## config.mk

```make
export PLATFORM = sky130hd
export DESIGN_NAME = uart_tx_control_module
export DESIGN_NICKNAME = d
export VERILOG_FILES = /design/src/rtl/uart_pkg.sv /design/src/rtl/uart_bps_gen.sv /design/src/rtl/uart_tx_control_module.sv
export SDC_FILE = /design/constraint.sdc
export NUM_CORES = 1
export LEC_CHECK = 0
export BUFFER_PORTS_ARGS = -buffer_cell sky130_fd_sc_hd__buf_2
export CAP_MARGIN = 40
export CELL_PAD_IN_SITES_DETAIL_PLACEMENT = 0
export CELL_PAD_IN_SITES_GLOBAL_PLACEMENT = 1
export CORE_MARGIN = 8
export CORE_UTILIZATION = 35
export CTS_BUF_LIST = sky130_fd_sc_hd__clkbuf_8 sky130_fd_sc_hd__clkbuf_16
export DETAILED_ROUTE_END_ITERATION = 7
export PLACE_DENSITY_LB_ADDON = 0.1
export SLEW_MARGIN = 20
export SYNTH_ARGS = -nofsm -noshare
export SYNTH_HDL_FRONTEND = slang
export SYNTH_SLANG_ARGS = --single-unit
```

## constraint.sdc

```tcl
create_clock -name CLK -period 3.69 [get_ports CLK]
set_input_delay 0.1845 -clock CLK [delete_from_list [all_inputs] [get_ports CLK]]
set_output_delay 0.1845 -clock CLK [all_outputs]
set_load 0.005 [all_outputs]
```

## src/rtl/uart_pkg.sv

```systemverilog
// Shared UART definitions: FSM state encoding, parity modes, default
// bit period and the parity helper. The receive path imports this too.
package uart_pkg;

    // 50 MHz system clock / 115200 baud
    localparam int DEFAULT_BAUD_DIV = 434;

    // Parity modes
    localparam int PAR_NONE = 0;
    localparam int PAR_ODD  = 1;
    localparam int PAR_EVEN = 2;

    // Frame sequencer states
    typedef enum logic [2:0] {
        ST_IDLE   = 3'd0,
        ST_START  = 3'd1,
        ST_DATA   = 3'd2,
        ST_PARITY = 3'd3,
        ST_STOP   = 3'd4
    } uart_state_e;

    // Parity bit for a byte: odd -> ~^data, even -> ^data
    function automatic logic parity_bit(input logic [7:0] data, input int mode);
        return (mode == PAR_ODD) ? ~^data : ^data;
    endfunction

endpackage

```

## src/rtl/uart_bps_gen.sv

```systemverilog
// Bit-period counter. Counts 0..BAUD_DIV-1 while enabled and emits a
// one-cycle tick when the count equals TAP. The transmitter leaves TAP at
// the last count (end of bit); a receiver sets TAP to mid-bit for sampling.
module uart_bps_gen
    import uart_pkg::*;
#(
    parameter int BAUD_DIV = DEFAULT_BAUD_DIV,
    parameter int TAP      = BAUD_DIV - 1
) (
    input  logic CLK,
    input  logic RST_n,
    input  logic cnt_en_i,
    input  logic clr_i,
    output logic tick_o
);

    localparam int            CW    = (BAUD_DIV > 1) ? $clog2(BAUD_DIV) : 1;
    localparam logic [CW-1:0] LAST  = CW'(BAUD_DIV - 1);
    localparam logic [CW-1:0] TAP_C = CW'(TAP);

    logic [CW-1:0] cnt_q;
    logic [CW-1:0] cnt_d;

    // Next count: clear wins, otherwise wrap at the end of each bit period
    always_comb begin
        cnt_d = cnt_q;
        if (clr_i) begin
            cnt_d = '0;
        end else if (cnt_en_i) begin
            if (cnt_q == LAST) begin
                cnt_d = '0;
            end else begin
                cnt_d = cnt_q + 1'b1;
            end
        end
    end

    // Count register
    always_ff @(posedge CLK or negedge RST_n) begin
        if (!RST_n) begin
            cnt_q <= '0;
        end else begin
            cnt_q <= cnt_d;
        end
    end

    assign tick_o = cnt_en_i && (cnt_q == TAP_C);

endmodule

```

## src/rtl/uart_tx_control_module.sv

```systemverilog
// UART transmitter: start bit, 8 data bits LSB-first, optional parity,
// 1 or 2 stop bits. Accepts a byte whenever Tx_Ready, Tx_En_Sig and
// Tx_Start_Sig are all high; Tx_Ready is high in IDLE and in the last cycle
// of the final stop bit, which lets frames run back-to-back with no gap.
module uart_tx_control_module
    import uart_pkg::*;
#(
    parameter int BAUD_DIV  = DEFAULT_BAUD_DIV,
    parameter int PARITY    = PAR_NONE,
    parameter int STOP_BITS = 1
) (
    input  logic       CLK,
    input  logic       RST_n,
    input  logic       Tx_En_Sig,
    input  logic       Tx_Start_Sig,
    input  logic [7:0] Tx_Data,
    output logic       Tx_Ready,
    output logic       Tx_Done_Sig,
    output logic       Tx_Pin_Out
);

    localparam logic HAS_PAR   = (PARITY != PAR_NONE);
    localparam logic STOP_LAST = (STOP_BITS == 2);

    uart_state_e state_q, state_d;
    logic [7:0]  shift_q, shift_d;
    logic        par_q, par_d;
    logic [2:0]  bit_idx_q, bit_idx_d;
    logic        stop_idx_q, stop_idx_d;
    logic        pin_q, pin_d;

    logic bit_tick;
    logic final_stop;
    logic accept;

    // Bit timer runs for the whole frame and restarts on every accept
    uart_bps_gen #(
        .BAUD_DIV (BAUD_DIV)
    ) u_bps (
        .CLK      (CLK),
        .RST_n    (RST_n),
        .cnt_en_i (state_q != ST_IDLE),
        .clr_i    (accept),
        .tick_o   (bit_tick)
    );

    // Ready/done come only from registered state and the counter
    assign final_stop  = (state_q == ST_STOP) && (stop_idx_q == STOP_LAST) && bit_tick;
    assign Tx_Ready    = (state_q == ST_IDLE) || final_stop;
    assign Tx_Done_Sig = final_stop;
    assign accept      = Tx_Ready && Tx_En_Sig && Tx_Start_Sig;
    assign Tx_Pin_Out  = pin_q;

    // Frame sequencer: next state, shift register, indices and next line level
    always_comb begin
        state_d    = state_q;
        shift_d    = shift_q;
        par_d      = par_q;
        bit_idx_d  = bit_idx_q;
        stop_idx_d = stop_idx_q;
        pin_d      = pin_q;

        case (state_q)
            ST_IDLE: begin
                pin_d = 1'b1;
            end
            ST_START: begin
                if (bit_tick) begin
                    state_d   = ST_DATA;
                    pin_d     = shift_q[0];
                    shift_d   = {1'b0, shift_q[7:1]};
                    bit_idx_d = 3'd0;
                end
            end
            ST_DATA: begin
                if (bit_tick) begin
                    if (bit_idx_q == 3'd7) begin
                        if (HAS_PAR) begin
                            state_d = ST_PARITY;
                            pin_d   = par_q;
                        end else begin
                            state_d    = ST_STOP;
                            pin_d      = 1'b1;
                            stop_idx_d = 1'b0;
                        end
                    end else begin
                        pin_d     = shift_q[0];
                        shift_d   = {1'b0, shift_q[7:1]};
                        bit_idx_d = bit_idx_q + 3'd1;
                    end
                end
            end
            ST_PARITY: begin
                if (bit_tick) begin
                    state_d    = ST_STOP;
                    pin_d      = 1'b1;
                    stop_idx_d = 1'b0;
                end
            end
            ST_STOP: begin
                if (bit_tick) begin
                    if (stop_idx_q == STOP_LAST) begin
                        state_d = ST_IDLE;
                        pin_d   = 1'b1;
                    end else begin
                        stop_idx_d = stop_idx_q + 1'b1;
                    end
                end
            end
            default: begin
                state_d = ST_IDLE;
                pin_d   = 1'b1;
            end
        endcase

        // A new byte overrides the above, including in the final stop cycle
        if (accept) begin
            state_d    = ST_START;
            pin_d      = 1'b0;
            shift_d    = Tx_Data;
            par_d      = parity_bit(Tx_Data, PARITY);
            bit_idx_d  = 3'd0;
            stop_idx_d = 1'b0;
        end
    end

    // State and datapath registers; reset forces the line high at once
    always_ff @(posedge CLK or negedge RST_n) begin
        if (!RST_n) begin
            state_q    <= ST_IDLE;
            shift_q    <= '0;
            par_q      <= 1'b0;
            bit_idx_q  <= '0;
            stop_idx_q <= 1'b0;
            pin_q      <= 1'b1;
        end else begin
            state_q    <= state_d;
            shift_q    <= shift_d;
            par_q      <= par_d;
            bit_idx_q  <= bit_idx_d;
            stop_idx_q <= stop_idx_d;
            pin_q      <= pin_d;
        end
    end

endmodule
```

==> impl_metrics.sql, run 1 <==
INSERT INTO impl_metrics (metric_group, metric, value, unit) VALUES
('run_status', 'run_status', 'completed', ''),
('critical_path', 'setup.worst_path.class', 'flip-flop to flip-flop', ''),
('power_and_ir_drop', 'cell_internal_pwr', '0.342', 'mW'),
('clock_tree', 'clock_tree.htree_level_count', '1', ''),
('global_routing', 'number_of_global_route_vias_before_repair', '1065', ''),
('critical_path', 'timing.critical_path.cells', 'inv_1 > ha_1 > and4b_1 > o2111ai_2 > o21ai_2 > o221a_2', ''),
('yosys', 'yosys.cell_count.top_type', 'dfrtp_1', ''),
('power_and_ir_drop', 'total_power', '0.436', 'mW'),
('critical_path', 'startpoint_type', 'flip-flop', ''),
('yosys', 'yosysTopAreaCell', 'dfrtp_1', ''),
('layout', 'fillers', '363', ''),
('layout', 'areaGrowthSynthToFinish', '12.0', '%'),
('routing', 'detail_route.vias_per_cell', '5.65', ''),
('clock_tree', 'clk_latency', '0.27', 'ns'),
('layout', 'antenna_cells', '0', ''),
('routing', 'drc_errors', '0', ''),
('yosys', 'synthesis.area_per_instance', '10.6', 'um2'),
('power_and_ir_drop', 'power_density_relative_to_cell_area', '302', 'mW/mm2'),
('flow_run', 'number_of_violations_of_the_max_capacitance_limit', '0', ''),
('routing', 'drt_pre_antenna_iters', '4', ''),
('yosys', 'synthArstFlopShare', '100', '%'),
('floorplanning', 'fp.dieH', '76.7', 'um'),
('place', 'placed_cell_area', '0.00139', 'mm2'),
('clock_tree', 'worst_setup_hold_path_clk_slew', '0.08', 'ns'),
('sta', 'setup_total_negative_slack', '0', 'ns'),
('critical_path', 'cp-endpoint', 'shift_q[2]', ''),
('power_and_ir_drop', 'sequentialPowerShare', '60.3', '%'),
('clock_tree', 'clk_root_buffer_cell', 'clkbuf_8', ''),
('sta', 'final-setup-viol-count', '0', ''),
('critical_path', 'r2r_start', 'u_bps.cnt_q[1]', ''),
('power_and_ir_drop', 'power_switching_share', '21.4', '%'),
('global_routing', 'grt-ovfl-total', '0', ''),
('critical_path', 'rr_endpoint', 'shift_q[2]', ''),
('critical_path', 'arrival', '2.36', 'ns'),
('clock_tree', 'cts-root-to-sink-buffers', '2', ''),
('critical_path', 'crit_start', 'u_bps.cnt_q[1]', ''),
('yosys', 'synth.lib_cells_used.distinct', '40', ''),
('critical_path', 'worst_path_largest_cell_delay', '0.44', 'ns'),
('critical_path', 'r2r.worst_path.cells', '6', ''),
('floorplanning', 'die_footprint', '0.00588', 'mm2'),
('clock_tree', 'tritoncts', 'built', ''),
('yosys', 'mappedNetlistNets', '138', ''),
('global_routing', 'total_routing_usage_reported_by_global_routing', '10.0', '%'),
('critical_path', 'worst-path-buf-inv', '1', ''),
('sta', 'fin_skew', '0.00780', 'ns'),
('place', 'post_dp_hpwl', '2080', 'um'),
('sta', 'hold_violations', '0', ''),
('power_and_ir_drop', 'power.ir.vdd_worst', '0.122', 'mV'),
('yosys', 'postSynthCellCount', '122', ''),
('yosys', 'number_of_enable_type_register_cells_in_the_synthesized_netlist', '0', ''),
('sta', 'timing.max_slew.rel_slack', '57.7', '%'),
('global_routing', 'antenna_found_initial', '0', ''),
('routing', 'routed_wire_length_per_instance', '15.8', 'um'),
('routing', 'drt_iter0_drc', '42', ''),
('sta', 'fmax', '0.465', 'GHz'),
('yosys', 'synthTopCellsByCount', 'dfrtp_1 (23), nand2_1 (9), or3_1 (8)', ''),
('floorplanning', 'initial_utilization', '35.7', '%'),
('routing', 'drt-total-wl', '2920', 'um'),
('clock_tree', 'cts-buffers-inserted', '3', ''),
('sta', 'grt_setup_unrepaired', 'no', ''),
('yosys', 'yosys_most_used_dff', 'dfrtp_1', ''),
('layout', 'layout.core_utilization', '40.0', '%'),
('routing', 'detail-route-antenna-nets', '0', ''),
('power_and_ir_drop', 'p_leak', '0.629', 'nW'),
('power_and_ir_drop', 'power.share.clock', '36.9', '%'),
('critical_path', 'regToRegSetupSlack', '1.54', 'ns'),
('yosys', 'post_synth_instance_area', '0.00129', 'mm2'),
('sta', 'min_period', '2.15', 'ns'),
('sta', 'finalCritPeriodShare', '58.2', '%'),
('min_path', 'hp-class', 'input pin to flip-flop', ''),
('global_routing', 'pin_count_of_the_biggest_net_entering_global_routing', '25', '');
[kinds of logic after synthesis]
logic type	synth area share, %
AOI/OAI and AO/OA	25.9
xor gates and xnor gates	0.680
adders and majority gates	3.88
buffers and inverters	2.91
DFF	46.7
muxes	0.777
and+or+nand+nor	19.1
[worst min-delay path by stage]
stage                          start        endpoint  slack [ns]  cells past startpoint
after CTS                  Tx_En_Sig  u_bps.cnt_q[4]        0.25                      4
after global placement         RST_n  u_bps.cnt_q[4]        0.21                      1
final                      Tx_En_Sig  u_bps.cnt_q[4]        0.25                      4
after floorplan                RST_n    bit_idx_q[0]       -0.11                      0
after detailed placement       RST_n  u_bps.cnt_q[4]        0.21                      1
after global routing      Tx_Data[2]      shift_q[2]        0.27                      3
[sequential cells by signal, summed over array words and instances (netlist names)]
name and count:
bit_idx_q 3, u_bps.cnt_q 9, Tx_Pin_Out 1, shift_q 8, state_q 3
[per-layer routing]
metal	wire [um]	vias up	share of wire, %	GRT usage, %
met1	1330	518	46	10.9
met5	0	-	0	0
li1	-	499	-	-
met3	94	5	3.2	2.45
met2	1450	17	50	18.1
met4	40	0	1.4	3.65
[final cells by class]
| class | instances | area [um2] | share of cell area [%] |
|---|---|---|---|
| well taps | 48 | 60.1 | 4.16 |
| inverters | 2 | 7.51 | 0.520 |
| flip-flops and latches | 24 | 602 | 41.7 |
| clock buffers | 3 | 41.3 | 2.86 |
| clock inverters | 1 | 3.75 | 0.260 |
| repair buffers | 15 | 80.1 | 5.55 |
| multi-input cells | 91 | 649 | 45.0 |
[power by group through the flow]
stage / sequential, mW / combinational [mW] / clock (mW)
after floorplan: 0.268 / 0.000445 / 0
after global placement: 0.268 / 0.0115 / 0
after detailed placement: 0.268 / 0.0118 / 0
after CTS: 0.263 / 0.0127 / 0.168
after global routing: 0.263 / 0.0141 / 0.175
final: 0.263 / 0.0120 / 0.161
[cells in the final DEF, fill, tap and decap left out, types with 2 or more instances in the layout]
| cell type | n |
|---|---|
| dfrtp_1 | 23 |
| buf_2 | 14 |
| nand2_1 | 9 |
| or3_1 | 8 |
| a21oi_1 | 6 |
| a31oi_1 | 6 |
| o221a_2 | 6 |
| o21ai_0 | 6 |
| nand2b_1 | 4 |
| nand3_1 | 4 |
| ha_1 | 4 |
| inv_1 | 3 |
| nor3_1 | 3 |
| nor2_1 | 3 |
| and3_1 | 3 |
| a41oi_1 | 3 |
| clkbuf_8 | 3 |
| nor3b_1 | 2 |
| o21a_1 | 2 |
| o22ai_1 | 2 |
| o211ai_1 | 2 |
| a31o_2 | 2 |
[worst register-to-register path: stages, from the launching register on]
cell	delay (ns)
dfrtp_1	0.42
inv_1	0.09
ha_1	0.13
and4b_1	0.44
o2111ai_2	0.44
o21ai_2	0.31
o221a_2	0.26
[metrics by stage]
stage                     worst slack (ns)  hold WS, ns
after floorplan                       1.94       -0.111
after global placement                1.62        0.206
after detailed placement              1.53        0.209
after CTS                             1.52        0.253
after global routing                  1.39        0.273
final                                 1.54        0.254
[repair_timing]
item	CTS	global route
endpoints found under the hold margin	23	0
setup buffers	0	0
hold buffers	1	0
(Power assumes the default switching activity.)
==> run 2, diff against run 1 <==
Clock period 3.69 ns to 1.8 ns, I/O delays scaled along.
==> run 2 against run 1 <==
Effect of this change: highest routed layer unchanged; sequential share of layout area is 8.2 points lower; via count is 10% higher; largest cell class unchanged; combinational power increased by 110%; routed wire length increased by 11%; the flow now finishes with violations (negative setup slack); largest power group unchanged; clock power grew to 2.9 times the previous value.
==> impl_metrics.sql, run 2 (same netlist as run 1, synthesis figures left out) <==
INSERT INTO impl_metrics (metric_group, metric, value, unit) VALUES
('critical_path', 'r2r.worst_path.cells', '8', ''),
('routing', 'vias', '1148', ''),
('layout', 'final_area', '0.00180', 'mm2'),
('min_path', 'hold-path-cell-count', '3', ''),
('sta', 'final-setup-viol-count', '7', ''),
('layout', 'largest_register_ff_count', '9', ''),
('global_routing', 'total_routing_usage_reported_by_global_routing', '11.5', '%'),
('floorplanning', 'top_level_ports', '15', ''),
('routing', 'drt_pre_antenna_iters', '4', ''),
('sta', 'setup_total_negative_slack', '-0.306', 'ns'),
('run_status', 'violations_in_the_final_reports', 'negative setup slack', ''),
('floorplanning', 'core_region_area', '0.00361', 'mm2'),
('power_and_ir_drop', 'power_density_relative_to_cell_area', '575', 'mW/mm2'),
('global_routing', 'number_of_global_route_vias_before_repair', '1223', ''),
('clock_tree', 'cts-root-to-sink-buffers', '2', ''),
('clock_tree', 'tritoncts', 'built', ''),
('clock_tree', 'clk_root_buffer_cell', 'clkbuf_8', ''),
('routing', 'detail-route-antenna-nets', '0', ''),
('global_routing', 'pin_count_of_the_biggest_net_entering_global_routing', '25', ''),
('critical_path', 'required_time_worst_endpoint', '1.96', 'ns'),
('critical_path', 'critPathMaxFanout', '6', ''),
('sta', 'finalWorstSetupSlack', '-0.0778', 'ns'),
('routing', 'm1WireLength', '1460', 'um'),
('flow_run', 'number_of_violations_of_the_max_capacitance_limit', '0', ''),
('floorplanning', 'fp.dieH', '76.7', 'um'),
('clock_tree', 'clk_latency', '0.26', 'ns'),
('layout', 'fillers', '328', ''),
('power_and_ir_drop', 'power.ir.vdd_worst', '0.241', 'mV'),
('routing', 'dr.max_layer_used', 'met4', ''),
('layout', 'layout.core_utilization', '49.9', '%'),
('sta', 'finalCritPeriodShare', '104', '%'),
('global_routing', 'grt-ovfl-total', '0', ''),
('global_routing', 'grt_first_pass_wirelength', '5620', 'um'),
('place', 'worst_setup_slack_post_dpl', '-0.0154', 'ns'),
('routing', 'drc_errors', '0', ''),
('run_status', 'run_status', 'complete, but fails checks', ''),
('place', 'port_buffers', '14', ''),
('layout', 'reg.largest.list', 'u_bps.cnt_q: 9 flops, shift_q: 8 flops', ''),
('routing', 'wl_met3', '61', 'um'),
('floorplanning', 'rows', '22', ''),
('clock_tree', 'worst_setup_hold_path_clk_slew', '0.09', 'ns'),
('routing', 'detail_route.vias_per_cell', '5.36', ''),
('routing', 'routed_wl_met2', '1670', 'um'),
('sta', 'hold_violations', '0', ''),
('layout', 'areaGrowthSynthToFinish', '39.5', '%'),
('place', 'post_dp_hpwl', '2190', 'um'),
('min_path', 'hold_start', 'Tx_Data[3]', ''),
('power_and_ir_drop', 'p_leak', '0.777', 'nW'),
('sta', 'worst_pin_slew', '0.533', 'ns'),
('sta', 'grt_setup_unrepaired', 'yes', ''),
('floorplanning', 'die-width', '76.7', 'um'),
('power_and_ir_drop', 'total_power', '1.03', 'mW'),
('sta', 'min_period', '1.88', 'ns'),
('critical_path', 'r2r_start', 'u_bps.cnt_q[1]', ''),
('sta', 'fin_skew', '0.00689', 'ns'),
('clock_tree', 'cts-buffers-inserted', '3', ''),
('min_path', 'worstHoldEndpoint', 'shift_q[3]', ''),
('place', 'place.detailed.instances', '194', ''),
('critical_path', 'crit_end_element', 'flip-flop', ''),
('layout', 'final_layout_size_suffix_gt1_share', '43.4', '%'),
('layout', 'final-instance-count-excl-fill', '214', ''),
('layout', 'antenna_cells', '0', ''),
('layout', 'final_common_cell', 'dfrtp_1', ''),
('floorplanning', 'initial_utilization', '35.7', '%'),
('layout', 'most-common-layout-cells', 'dfrtp_1 (23), buf_4 (22), buf_2 (14), nand2_1 (9), or3_1 (8)', ''),
('floorplanning', 'die_footprint', '0.00588', 'mm2'),
('routing', 'drt-total-wl', '3230', 'um'),
('min_path', 'hp-class', 'input pin to flip-flop', ''),
('critical_path', 'rr_endpoint', 'shift_q[6]', ''),
('sta', 'final_max_slew_viol_count', '0', ''),
('sta', 'fmax', '0.533', 'GHz'),
('routing', 'drt_iter0_drc', '51', ''),
('sta', 'timing.max_slew.rel_slack', '64.4', '%'),
('place', 'gpl.final_weighted_congestion', '0.733', ''),
('critical_path', 'regToRegSetupSlack', '-0.08', 'ns'),
('critical_path', 'setup.worst_path.class', 'flip-flop to flip-flop', ''),
('layout', 'regMostFlops', 'u_bps.cnt_q', ''),
('sta', 'hold_ws', '0.163', 'ns'),
('critical_path', 'arrival', '2.04', 'ns'),
('critical_path', 'startpoint_type', 'flip-flop', ''),
('layout', 'nets_final', '183', ''),
('clock_tree', 'clock_tree.htree_level_count', '1', ''),
('global_routing', 'antenna_found_initial', '0', ''),
('clock_tree', 'clock_sink_count', '24', ''),
('routing', 'routed_wire_length_per_instance', '15.1', 'um'),
('place', 'placed_cell_area', '0.00151', 'mm2');
==> run 2: worst max-delay path: stages (launching register included) <==
cell and delay (ns):
dfrtp_1 0.40, inv_2 0.09, ha_4 0.13, and4b_4 0.34, a21oi_4 0.09, buf_6 0.14
buf_12 0.12, or3_1 0.34, o221a_2 0.13
==> run 2: final cells by class <==
cell class                      instances  area (um2)  share of cell area, %
Clock buffer                            3        41.3                   2.30
Clock inverter                          1        30.0                   1.67
Inverter                                2        7.51                  0.418
Multi-Input combinational cell         91         713                   39.7
Sequential cell                        24         602                   33.5
Tap cell                               48        60.1                   3.34
Timing Repair Buffer                   45         344                   19.1
==> run 2: where the power goes <==
group          internal [mW]  switching [mW]
clock                  0.297           0.173
sequential             0.539               0
combinational         0.0103          0.0147
total                  0.846           0.187
==> run 2: per-layer routing <==
layer	GRT usage, %	vias to the layer above
met3	2.45	4
met4	3.85	0
li1	-	561
met1	13.5	569
met2	20.1	14
met5	0	-
==> run 2: worst max-delay path by stage <==
stage | from | end | slack [ns] | cells after the start
2_1_floorplan | bit_idx_q[0] | shift_q[4] | 0.05 | 6
3_3_place_gp | u_bps.cnt_q[0] | shift_q[4] | 0.02 | 6
3_5_place_dp | u_bps.cnt_q[1] | shift_q[1] | -0.02 | 7
4_1_cts | u_bps.cnt_q[1] | shift_q[6] | -0.07 | 9
5_1_grt | u_bps.cnt_q[1] | shift_q[3] | -0.13 | 8
6_report | u_bps.cnt_q[1] | shift_q[6] | -0.08 | 8
==> run 2: timing repair <==
item | CTS | global route
setup endpoints to repair | 9 | 21
hold endpoints to repair | 23 | 0
pin swaps | 2 | 0
buffers inserted | 17 | 1
hold buffers | 1 | 0
resized for setup | 6 | 14
